### src/rtl/stack_ctrl.sv
// Command sequencer for the 16x19 hardware stack: PUSH/POP/CALL/RET/INT/RETI with
// atomic capacity checks, sticky overflow/underflow flags and a high-water depth mark.
module stack_ctrl #(
  parameter int unsigned DW       = 19,
  parameter int unsigned SPW      = 4,
  parameter int unsigned SP_EMPTY = 15
) (
  input  logic           clk,
  input  logic           reset,
  input  logic           cmd_valid,
  output logic           cmd_ready,
  input  logic [2:0]     cmd_op,
  input  logic [DW-1:0]  cmd_wdata,
  input  logic [DW-1:0]  cmd_wdata2,
  output logic           rsp_valid,
  output logic           rsp_err,
  output logic [DW-1:0]  rsp_rdata,
  output logic [DW-1:0]  rsp_rdata2,
  output logic           stk_push,
  output logic           stk_pop,
  output logic [DW-1:0]  stk_push_data,
  input  logic [DW-1:0]  stk_pop_data,
  input  logic [SPW-1:0] stk_sp,
  output logic           err_ovf,
  output logic           err_unf,
  input  logic           clr_err,
  output logic [SPW-1:0] max_depth
);

  typedef enum logic [1:0] {S_IDLE, S_OP1, S_OP2, S_RESP} state_t;
  typedef enum logic [2:0] {
    OP_NOP  = 3'd0, OP_PUSH = 3'd1, OP_POP  = 3'd2, OP_CALL = 3'd3,
    OP_RET  = 3'd4, OP_INT  = 3'd5, OP_RETI = 3'd6, OP_RSVD = 3'd7
  } op_t;

  localparam logic [SPW:0] SP_EMPTY_W = (SPW+1)'(SP_EMPTY);
  localparam logic [SPW:0] DEPTH_MAX  = {1'b0, {SPW{1'b1}}};

  state_t          state_q, state_d;
  op_t             op_q, op_d, cmd_op_t;
  logic [DW-1:0]   wdata2_q, wdata2_d;
  logic            err_q, err_d;
  logic            push_d, pop_d, rsp_valid_d, rsp_err_d, cmd_ready_d;
  logic [DW-1:0]   push_data_d, rdata_d, rdata2_d;
  logic            ovf_set, unf_set;
  logic            accept_c, push_type_c, pop_type_c;
  logic [SPW:0]    sp_w, depth_c, need_w;
  logic [SPW-1:0]  depth_sat;

  assign cmd_op_t    = op_t'(cmd_op);
  assign accept_c    = cmd_valid & cmd_ready;
  assign push_type_c = cmd_op_t inside {OP_PUSH, OP_CALL, OP_INT};
  assign pop_type_c  = cmd_op_t inside {OP_POP, OP_RET, OP_RETI};
  assign need_w      = (cmd_op_t inside {OP_INT, OP_RETI}) ? (SPW+1)'(2) : (SPW+1)'(1);

  // Free slots equal sp; occupied entries equal SP_EMPTY - sp.
  assign sp_w      = {1'b0, stk_sp};
  assign depth_c   = (sp_w > SP_EMPTY_W) ? '0 : SP_EMPTY_W - sp_w;
  assign depth_sat = (depth_c > DEPTH_MAX) ? {SPW{1'b1}} : depth_c[SPW-1:0];

  always_comb begin
    state_d     = state_q;
    op_d        = op_q;
    wdata2_d    = wdata2_q;
    err_d       = err_q;
    push_d      = 1'b0;
    pop_d       = 1'b0;
    push_data_d = '0;
    rdata_d     = rsp_rdata;
    rdata2_d    = rsp_rdata2;
    ovf_set     = 1'b0;
    unf_set     = 1'b0;
    unique case (state_q)
      S_IDLE: begin
        if (accept_c) begin
          op_d     = cmd_op_t;
          wdata2_d = cmd_wdata2;
          rdata_d  = '0;
          rdata2_d = '0;
          err_d    = 1'b0;
          if (push_type_c && (sp_w < need_w)) begin
            err_d   = 1'b1;
            ovf_set = 1'b1;
            state_d = S_RESP;
          end else if (pop_type_c && (depth_c < need_w)) begin
            err_d   = 1'b1;
            unf_set = 1'b1;
            state_d = S_RESP;
          end else if (push_type_c) begin
            push_d      = 1'b1;
            push_data_d = cmd_wdata;
            state_d     = S_OP1;
          end else if (pop_type_c) begin
            pop_d   = 1'b1;
            state_d = S_OP1;
          end else begin
            state_d = S_RESP;
          end
        end
      end
      S_OP1: begin
        state_d = S_RESP;
        if (op_q == OP_INT) begin
          push_d      = 1'b1;
          push_data_d = wdata2_q;
          state_d     = S_OP2;
        end else if (op_q == OP_RETI) begin
          pop_d    = 1'b1;
          rdata2_d = stk_pop_data;
          state_d  = S_OP2;
        end else if (op_q inside {OP_POP, OP_RET}) begin
          rdata_d = stk_pop_data;
        end
      end
      S_OP2: begin
        if (op_q == OP_RETI) rdata_d = stk_pop_data;
        state_d = S_RESP;
      end
      S_RESP: state_d = S_IDLE;
    endcase
    rsp_valid_d = (state_d == S_RESP);
    rsp_err_d   = (state_d == S_RESP) & err_d;
    cmd_ready_d = (state_d == S_IDLE);
  end

  // Strobes and response fields are registered from the next-state decode.
  always_ff @(posedge clk or posedge reset) begin
    if (reset) begin
      state_q       <= S_IDLE;
      op_q          <= OP_NOP;
      wdata2_q      <= '0;
      err_q         <= 1'b0;
      cmd_ready     <= 1'b1;
      rsp_valid     <= 1'b0;
      rsp_err       <= 1'b0;
      rsp_rdata     <= '0;
      rsp_rdata2    <= '0;
      stk_push      <= 1'b0;
      stk_pop       <= 1'b0;
      stk_push_data <= '0;
      err_ovf       <= 1'b0;
      err_unf       <= 1'b0;
    end else begin
      state_q       <= state_d;
      op_q          <= op_d;
      wdata2_q      <= wdata2_d;
      err_q         <= err_d;
      cmd_ready     <= cmd_ready_d;
      rsp_valid     <= rsp_valid_d;
      rsp_err       <= rsp_err_d;
      rsp_rdata     <= rdata_d;
      rsp_rdata2    <= rdata2_d;
      stk_push      <= push_d;
      stk_pop       <= pop_d;
      stk_push_data <= push_data_d;
      err_ovf       <= clr_err ? 1'b0 : (err_ovf | ovf_set);
      err_unf       <= clr_err ? 1'b0 : (err_unf | unf_set);
    end
  end

  always_ff @(posedge clk or posedge reset) begin
    if (reset)                       max_depth <= '0;
    else if (depth_sat > max_depth)  max_depth <= depth_sat;
  end

endmodule

### config.mk
export PLATFORM = sky130hd
export DESIGN_NAME = stack_ctrl
export DESIGN_NICKNAME = d
export VERILOG_FILES = /design/src/rtl/stack_ctrl.sv
export SDC_FILE = /design/constraint.sdc
export NUM_CORES = 1
export LEC_CHECK = 0
export CORE_UTILIZATION = 41
export CTS_CLUSTER_DIAMETER = 100
export CTS_CLUSTER_SIZE = 8
export DETAILED_ROUTE_END_ITERATION = 10
export GPL_TIMING_DRIVEN = 1
export PLACE_DENSITY = 0.81
export SLEW_MARGIN = 20
export SYNTH_ARGS = -nofsm -noshare
export SYNTH_HDL_FRONTEND = slang
export SYNTH_SLANG_ARGS = --single-unit
### constraint.sdc
create_clock -name clk -period 3.1 [get_ports clk]
set_clock_uncertainty 0.05 [all_clocks]
set_input_delay 0.465 -clock clk [delete_from_list [all_inputs] [get_ports clk]]
set_output_delay 0.465 -clock clk [all_outputs]
set_load 0.01 [all_outputs]
==> key figures <==
STA
  – Peak Freq: 467 MHz
  – Fin. max-slew vios: 0
  – Worst rel slew slack: 0.516
  – Final worst path period share: 0.691
  – Final Hold Violating Endpoints: 0
  – RSZ-0062 raised after global routing: no
  – Setup-failing EPs final: 0
  – Period minus WS final: ~2.1 ns
  – Slew @ Worst Pin: roughly 0.72 ns
  – Setup TNS: 0 ns

Placement
  – RePlAce Congestion: approximately 0.75
  – Post-DP HPWL: 6420 um
  – I/O Buffers: 135
  – Placed Instances: 541

Finish
  – Final Util: 0.601
  – Antenna diodes: 0
  – Multi-input logic area: 1320 um2
  – Most common library cell in the layout ignoring fill and taps: clkdlybuf4s50_1
  – Finished Layout Cells: between 500 and 600
  – Area growth, synth to finish: 42.6%
  – Commonest cells after routing, fill and taps aside: clkdlybuf4s50_1, dfrtp_1, a22o_1
  – FF/Latch Area: 2330 um2
  – Layout cells sized above 1: 0.110
  – # fillers: 766
  – Nets: 517

GRT
  – Largest net degree at the start of global routing: 51
  – GRT Overall Usage: 0.197
  – Antenna violations before repair: 0
  – Vias in the first global route: 2989
  – First-pass GRT wire length: 14900 um
  – GRT overflow: 0

Run status
  – Outcome: finished, final reports clean

Clocking
  – Reg clk slew, reported paths: 0.09 ns
  – Clk_lat worst skew: around 0.35 ns
  – H-tree levels: 3
  – Clk buf depth: 2
  – Root buffer cell: clkbuf_8
  – Clock sinks: 93
  – Post-CTS Setup Bufs: 0
  – TritonCTS clock tree: yes
  – CTS buffer count: 9
  – Hold_buf cts: 0
  – Post-cts resize count: 0

Critical path
  – CP Launch Type: register
  – Category of the most critical setup path: register to register
  – Critical-path cell list: inv_1 -> ha_1 -> nand4b_1 -> o21ai_0 -> nand2_1 -> a22o_1
  – CP Data Arrival Time: 2.33 ns
  – Critical Path Max Stage Delay: 0.44 ns
  – CP Capture Type: register
  – CP max FO: 19
  – Slowest CP cell: nand2_1
  – Required @ worst endpoint: 3.29 ns

Route
  – Post-route ant nets: 0
  – Post-DR vias/cell: 5.13
  – Met3 wire len: 457 um
  – M1 WL: 4010 um
  – Vias: between 2000 and 3000
  – Uppermost layer routed: met4
  – Total Wirelength: 9070 um
  – WL/cell: 16.3 um
  – DRT Pass-1 Iters: 4
  – Initial DRC count: 99
  – DR WL met2: 4500 um
  – DRC: 0

Synthesis
  – Cell taking the most area after synthesis: dfrtp_1
  – Sequential area share after synthesis: 0.601
  – Post-synth ARST share: 1.00
  – Yosys warns: 0
  – Dominant cells by area after synthesis: dfrtp_1, a22o_1, mux2_2
  – Post-synthesis cell count: 306
  – Post-synth EDFFs: 0
  – Synth Net Count: ~380
  – Netlist cell types: 39
  – Yosys reg bits: 93
  – Most used DFF post-synth: dfrtp_1
  – Post-synthesis average cell area: ~13 um2
  – Post-Syn Area: 3880 um2
  – Synth top area share: 0.594

Power
  – Logic pwr share: 0.432
  – Clk pwr share: 0.179
  – Leak: 2.55 nW
  – Net Switching: 1.66 mW
  – PwrDens: 890 nW/um2
  – Sequential share of power: 0.389
  – Sw frac: 0.337
  – Internal cell power: approximately 3.3 mW
  – Worst vdd ir: about 0.42 mV

Die
  – Starting Density: 0.421
  – I/O pin count: 136
  – # rows: 35
  – Die height: slightly below 100 um
  – Die area: a little under 10000 um2
  – Core area: 9200 um2
  – Die width: around 99 um

Job
  – Max cap viols: 0

Worst hold path
  – Hold crit path type: register to register
-- state kept, by name (all words and copies together) (netlist names), 2 cells and up --
register / count
rsp_rdata2: 19
wdata2_q: 19
rsp_rdata: 19
max_depth: 4
state_q: 2
stk_push_data: 19
op_q: 3
-- kinds of logic after synthesis --
| logic type | after synthesis | share of synthesized area |
|---|---|---|
| AO/OA/AOI/OAI | 57 | 0.118 |
| flip-flops | 93 | 0.601 |
| multiplexers | 46 | 0.126 |
| buffers and inverters | 48 | 0.0584 |
| XOR/XNOR | 1 | 0.00226 |
| AND/OR/NAND/NOR | 53 | 0.0688 |
| adder cells (fa/ha/maj) | 8 | 0.0258 |
-- per-layer routing --
| layer | vias to the layer above | global-route usage |
|---|---|---|
| met5 | - | 0 |
| met4 | 0 | 0.0713 |
| met3 | 8 | 0.0387 |
| met2 | 94 | 0.331 |
| met1 | 1423 | 0.254 |
| li1 | 1331 | - |
-- stage by stage --
step / power, mW / instance area, um2 / hold WS, ns / worst slack [ns]
2_1_floorplan: 3.24 / 3880 / 0.408 / 0.166
3_3_place_gp: 3.98 / 5310 / 0.421 / 0.827
3_5_place_dp: 4.08 / 5310 / 0.434 / 0.662
4_1_cts: 4.96 / 5530 / 0.455 / 0.942
5_1_grt: 5.24 / 5530 / 0.469 / 0.771
6_report: 4.92 / 5530 / 0.449 / 0.959
-- cells in the mapped netlist (all sizes together) (3+ instances only) --
cell type   n
dfrtp      92
a22o       38
inv        32
nand2      26
mux2i      24
mux2       22
clkbuf      8
ha          8
a21oi       7
buf         7
nor2        6
o21ai       6
nand4       3
-- worst max-delay path: cells and delay by family, from the launching register on --
kind,cells,cell delay (ns)
simple gates,2,0.67
compound gates,2,0.54
flops,1,0.42
buf+inv,1,0.09
fa+ha+maj,1,0.26
-- power by group through the flow --
stage / Sequential, mW / Combinational (mW) / Clock, mW
6_report: 1.91 / 2.13 / 0.882
4_1_cts: 1.91 / 2.15 / 0.906
3_5_place_dp: 1.93 / 2.15 / 0
3_3_place_gp: 1.91 / 2.07 / 0
5_1_grt: 1.97 / 2.31 / 0.962
2_1_floorplan: 2.01 / 1.23 / 0
-- path summary, 6_finish.rpt --
kind | startpoint | endpoint | slack, ns | cells after the start
setup / recovery | state_q[1]$_DFF_PP0_ | rsp_rdata2[3]$_DFFE_PP0P_ | 0.96 | 6
hold / removal | wdata2_q[6]$_DFFE_PP0P_ | stk_push_data[6]$_DFF_PP0_ | 0.45 | 1
setup reg to reg | state_q[1]$_DFF_PP0_ | rsp_rdata2[3]$_DFFE_PP0P_ | 0.96 | 6
hold reg to reg | wdata2_q[6]$_DFFE_PP0P_ | stk_push_data[6]$_DFF_PP0_ | 0.45 | 1
max in group asynchronous | reset | cmd_ready$_DFF_PP1_ | 1.82 | 3
min in group asynchronous | reset | rsp_rdata[8]$_DFFE_PP0P_ | 0.46 | 2
-- cell type report --
type                       count  area share
timing repair buffer         140       0.254
tap                          111      0.0251
multi-input combinational    165       0.239
sequential                    93       0.421
clock inverter                 5      0.0152
inverter                      32      0.0222
clock buffer                  11      0.0238
Note: power is estimated with default switching activity, not from simulation.
==> RTL edit 1, RTL diff (config.mk and constraints unchanged) <==
Set the parameter `DW` to 23 (it was 19).
--- a/src/rtl/stack_ctrl.sv
+++ b/src/rtl/stack_ctrl.sv
@@ -1,7 +1,7 @@
 // Command sequencer for the 16x19 hardware stack: PUSH/POP/CALL/RET/INT/RETI with
 // atomic capacity checks, sticky overflow/underflow flags and a high-water depth mark.
 module stack_ctrl #(
-  parameter int unsigned DW       = 19,
+  parameter int unsigned DW       = 23,
   parameter int unsigned SPW      = 4,
   parameter int unsigned SP_EMPTY = 15
 ) (
Interface: changed (6 resized); port bits go from 136 to 160. No check against the original RTL was run, so the function may have changed too.
==> RTL edit 1 against the unedited design <==
Area after synthesis up 15%; utilization increased by 0.85 points; wire length increased by 18%; cell area increased by 15%; setup slack got worse by 0.097 ns; sequential cell count is 16 higher; combinational power rose by 14%; non-clock buffer count up 26; total power increased by 12%; count of clock-buffer cells in the layout stayed put; first-iteration DRC count is 77% higher; largest cell class unchanged; largest power group unchanged; highest routed layer unchanged.
==> RTL edit 1: results (changes against the unedited design) <==
[synthesis]
synth-compound-area-share = 0.121  ; was 0.118
synth_fa_ha_area_frac = 0.0224  ; was 0.0258
yosys-mux-area-fraction = 0.0653  ; was 0.126
synth_common_cells = dfrtp_1, nand2_1, a22o_1  ; was dfrtp_1, a22o_1, inv_1
yosysUniqueCellTypes = 38  ; was 39
ys_seq_area_frac = 0.611  ; was 0.601
syn_area_mm2 = 0.00447  ; was 0.00388 mm^2
synth_xor_area_frac = 0.00196  ; was 0.00226

[setup_path]
r2r-end = rsp_rdata[21]  ; was rsp_rdata2[3]
cp_slowest_stage_delay_ns = 0.77  ; was 0.44 ns
r2r_setup_slack_ns = 0.86  ; was 0.96 ns
cp_max_fo = 23  ; was 19

[final_layout]
inv_count = 36  ; was 32
drive_gt1_frac = 0.0534  ; was 0.110
seq_area_mm2 = 0.00273  ; was 0.00233 mm^2
buf_share = 0.258  ; was 0.254
seq-cell-share = 0.428  ; was 0.421
num-nets-final = 645  ; was 517

[drt]
drt_pass1_iterations = 6  ; was 4
post_drt_wl_per_cell_um = 15.3  ; was 16.3 um

[power_and_ir_drop]
p_seq_mw = 2.23  ; was 1.91 mW

[run_status]
status = finished clean  ; unchanged

[sta]
whs_ns = 0.436  ; was 0.449 ns

[place]
numPortBuffers = 159  ; was 135
dp_hpwl_um = 7860  ; was 6420 um

[worst_hold_path]
worstHoldStart = wdata2_q[2]  ; was wdata2_q[6]
hold_end = wdata2_q[2]  ; was stk_push_data[6]

## RTL edit 1: changes by cell type in the layout (fill, tap and decap cells not counted), moves of 2 or more
cell,change
clkdlybuf4s50_1,+24
mux2i_1,+4
nand2_1,+79
dfrtp_1,+16
clkinvlp_4,+2
a22o_1,+8
inv_1,+4
buf_4,+3
mux2_2,-21
## RTL edit 1: cells by family after synthesis
logic type / after synthesis
adders and majority gates: 8
muxes: 29
DFF: 109
AOI/OAI and AO/OA: 66
and+or+nand+nor: 131
xor gates and xnor gates: 1
buffers and inverters: 58
## RTL edit 1: through the flow
step	power (mW)	worst slack [ns]	instances
2_1_floorplan	3.65	1.27	402
3_3_place_gp	4.60	0.821	682
3_5_place_dp	4.72	0.711	682
4_1_cts	5.56	0.821	698
5_1_grt	5.89	0.665	698
6_report	5.50	0.862	698
## RTL edit 1: metal layers
layer	track usage	part of all wire	vias up
met1	0.250	0.43	1701
met5	0	0	-
met2	0.336	0.49	123
met4	0.0516	0.012	0
met3	0.0490	0.073	11
li1	-	-	1649
==> RTL edit 2, RTL diff (same settings) <==
Made on the original files. Register the output `err_ovf` once more, with the module's reset; this adds one clock of latency there. The other outputs are not delayed to match.
--- a/src/rtl/stack_ctrl.sv
+++ b/src/rtl/stack_ctrl.sv
@@ -35,6 +35,8 @@
 
   localparam logic [SPW:0] SP_EMPTY_W = (SPW+1)'(SP_EMPTY);
   localparam logic [SPW:0] DEPTH_MAX  = {1'b0, {SPW{1'b1}}};
+
+  logic err_ovf_s0;
 
   state_t          state_q, state_d;
   op_t             op_q, op_d, cmd_op_t;
@@ -138,7 +140,7 @@
       stk_push      <= 1'b0;
       stk_pop       <= 1'b0;
       stk_push_data <= '0;
-      err_ovf       <= 1'b0;
+      err_ovf_s0    <= 1'b0;
       err_unf       <= 1'b0;
     end else begin
       state_q       <= state_d;
@@ -153,7 +155,7 @@
       stk_push      <= push_d;
       stk_pop       <= pop_d;
       stk_push_data <= push_data_d;
-      err_ovf       <= clr_err ? 1'b0 : (err_ovf | ovf_set);
+      err_ovf_s0    <= clr_err ? 1'b0 : (err_ovf_s0 | ovf_set);
       err_unf       <= clr_err ? 1'b0 : (err_unf | unf_set);
     end
   end
@@ -163,5 +165,13 @@
     else if (depth_sat > max_depth)  max_depth <= depth_sat;
   end
 
+  always_ff @(posedge clk or posedge reset) begin
+    if (reset) begin
+      err_ovf <= '0;
+    end else begin
+      err_ovf <= err_ovf_s0;
+    end
+  end
+
 endmodule
 
Function: changed (Yosys sat finds a counterexample within 4 cycles, from zero or initial values and one cycle with reset high).
==> RTL edit 2 against the unedited design <==
Wire length down 6.4%; via count down 2.1%; sequential cell count up 1; total power down 2.0%; critical path depth up 2; die area up 0.64%; count of clock-buffer cells in the layout down 1; setup slack worse by 0.011 ns; maximum frequency down 0.50%; largest power group unchanged; synthesized cell count up 0.33%; cell area up 0.29%; area after synthesis up 0.65%; first-iteration DRC count down 33%.
==> RTL edit 2: results (changes against the unedited design) <==
[power_and_ir_drop]
p_leak_nw = 2.55  ; about the same
comb_power_share = 0.434  ; was 0.432
powerDensity_mw_per_mm2 = 870  ; was 890 mW/mm^2
seq_power_share = 0.398  ; was 0.389
power_switching_mw = 1.63  ; was 1.66 mW

[setup_path]
cp_max_fo = 22  ; was 19
r2r_cells = 8  ; was 6
critical_path.slowest_cell = dfrtp_1  ; was nand2_1
cpLargestDelayFamily = buffers and inverters  ; was simple AND/OR/NAND/NOR gates
cp_slowest_stage_delay_ns = 0.42  ; was 0.44 ns

[worst_hold_path]
hold_depth = 0  ; was 1

[synthesis]
synth_common_cells = dfrtp_1, a22o_1, inv_1  ; unchanged
syn-num-nets = 383  ; was 382
synthTopCellsByArea = dfrtp_1, a22o_1, mux2_2  ; unchanged

[place]
dp.cells = 560  ; was 541
dp_hpwl_um = 6220  ; was 6420 um
gp_congestion = 0.801  ; was 0.754

[drt]
wl_met1_um = 3740  ; was 4010 um
post_drt_wl_per_cell_um = 14.7  ; was 16.3 um
via_per_inst = 4.85  ; was 5.13
drt_iter0_markers = 66  ; was 99

[grt]
grt_pass1_wl_um = 14000  ; was 14,900 um
grt_pass1_vias = 2911  ; was 2,989
grt_use_total = 0.182  ; was 0.197
use_met2 = 0.300  ; was 0.331
grt_max_degree = 56  ; was 51

[sta]
period_share = 0.694  ; was 0.691
whs_ns = 0.345  ; was 0.449 ns

[run_status]
status = finished clean  ; unchanged

[RTL edit 2: changes by cell type after synthesis]
cell / delta
dfrtp_1: +1
[RTL edit 2: logic make-up after synthesis]
family | count (synthesis) | share of synthesized area
xor gates and xnor gates | 1 | 0.00225
adders and majority gates | 8 | 0.0257
buffers and inverters | 48 | 0.0581
and+or+nand+nor | 53 | 0.0683
muxes | 46 | 0.125
DFF | 94 | 0.603
AOI/OAI and AO/OA | 57 | 0.117
[RTL edit 2: final timing paths]
path / endpoint / startpoint
max in group asynchronous: cmd_ready / reset
hold reg to reg: err_ovf / err_ovf_s0
setup / recovery: stk_push_data[17] / state_q[0]
min in group asynchronous: stk_push_data[8] / reset
hold / removal: err_ovf / err_ovf_s0
setup reg to reg: stk_push_data[17] / state_q[0]
[RTL edit 2: area by class of cell]
cell class              count  area, um^2
clock buffers              10         128
clock inverters             6        68.8
fillers                   769        3700
inverters                  32         123
multi-input cells         165        1320
flip-flops and latches     94        2350
well taps                 129         161
repair buffers            140        1390
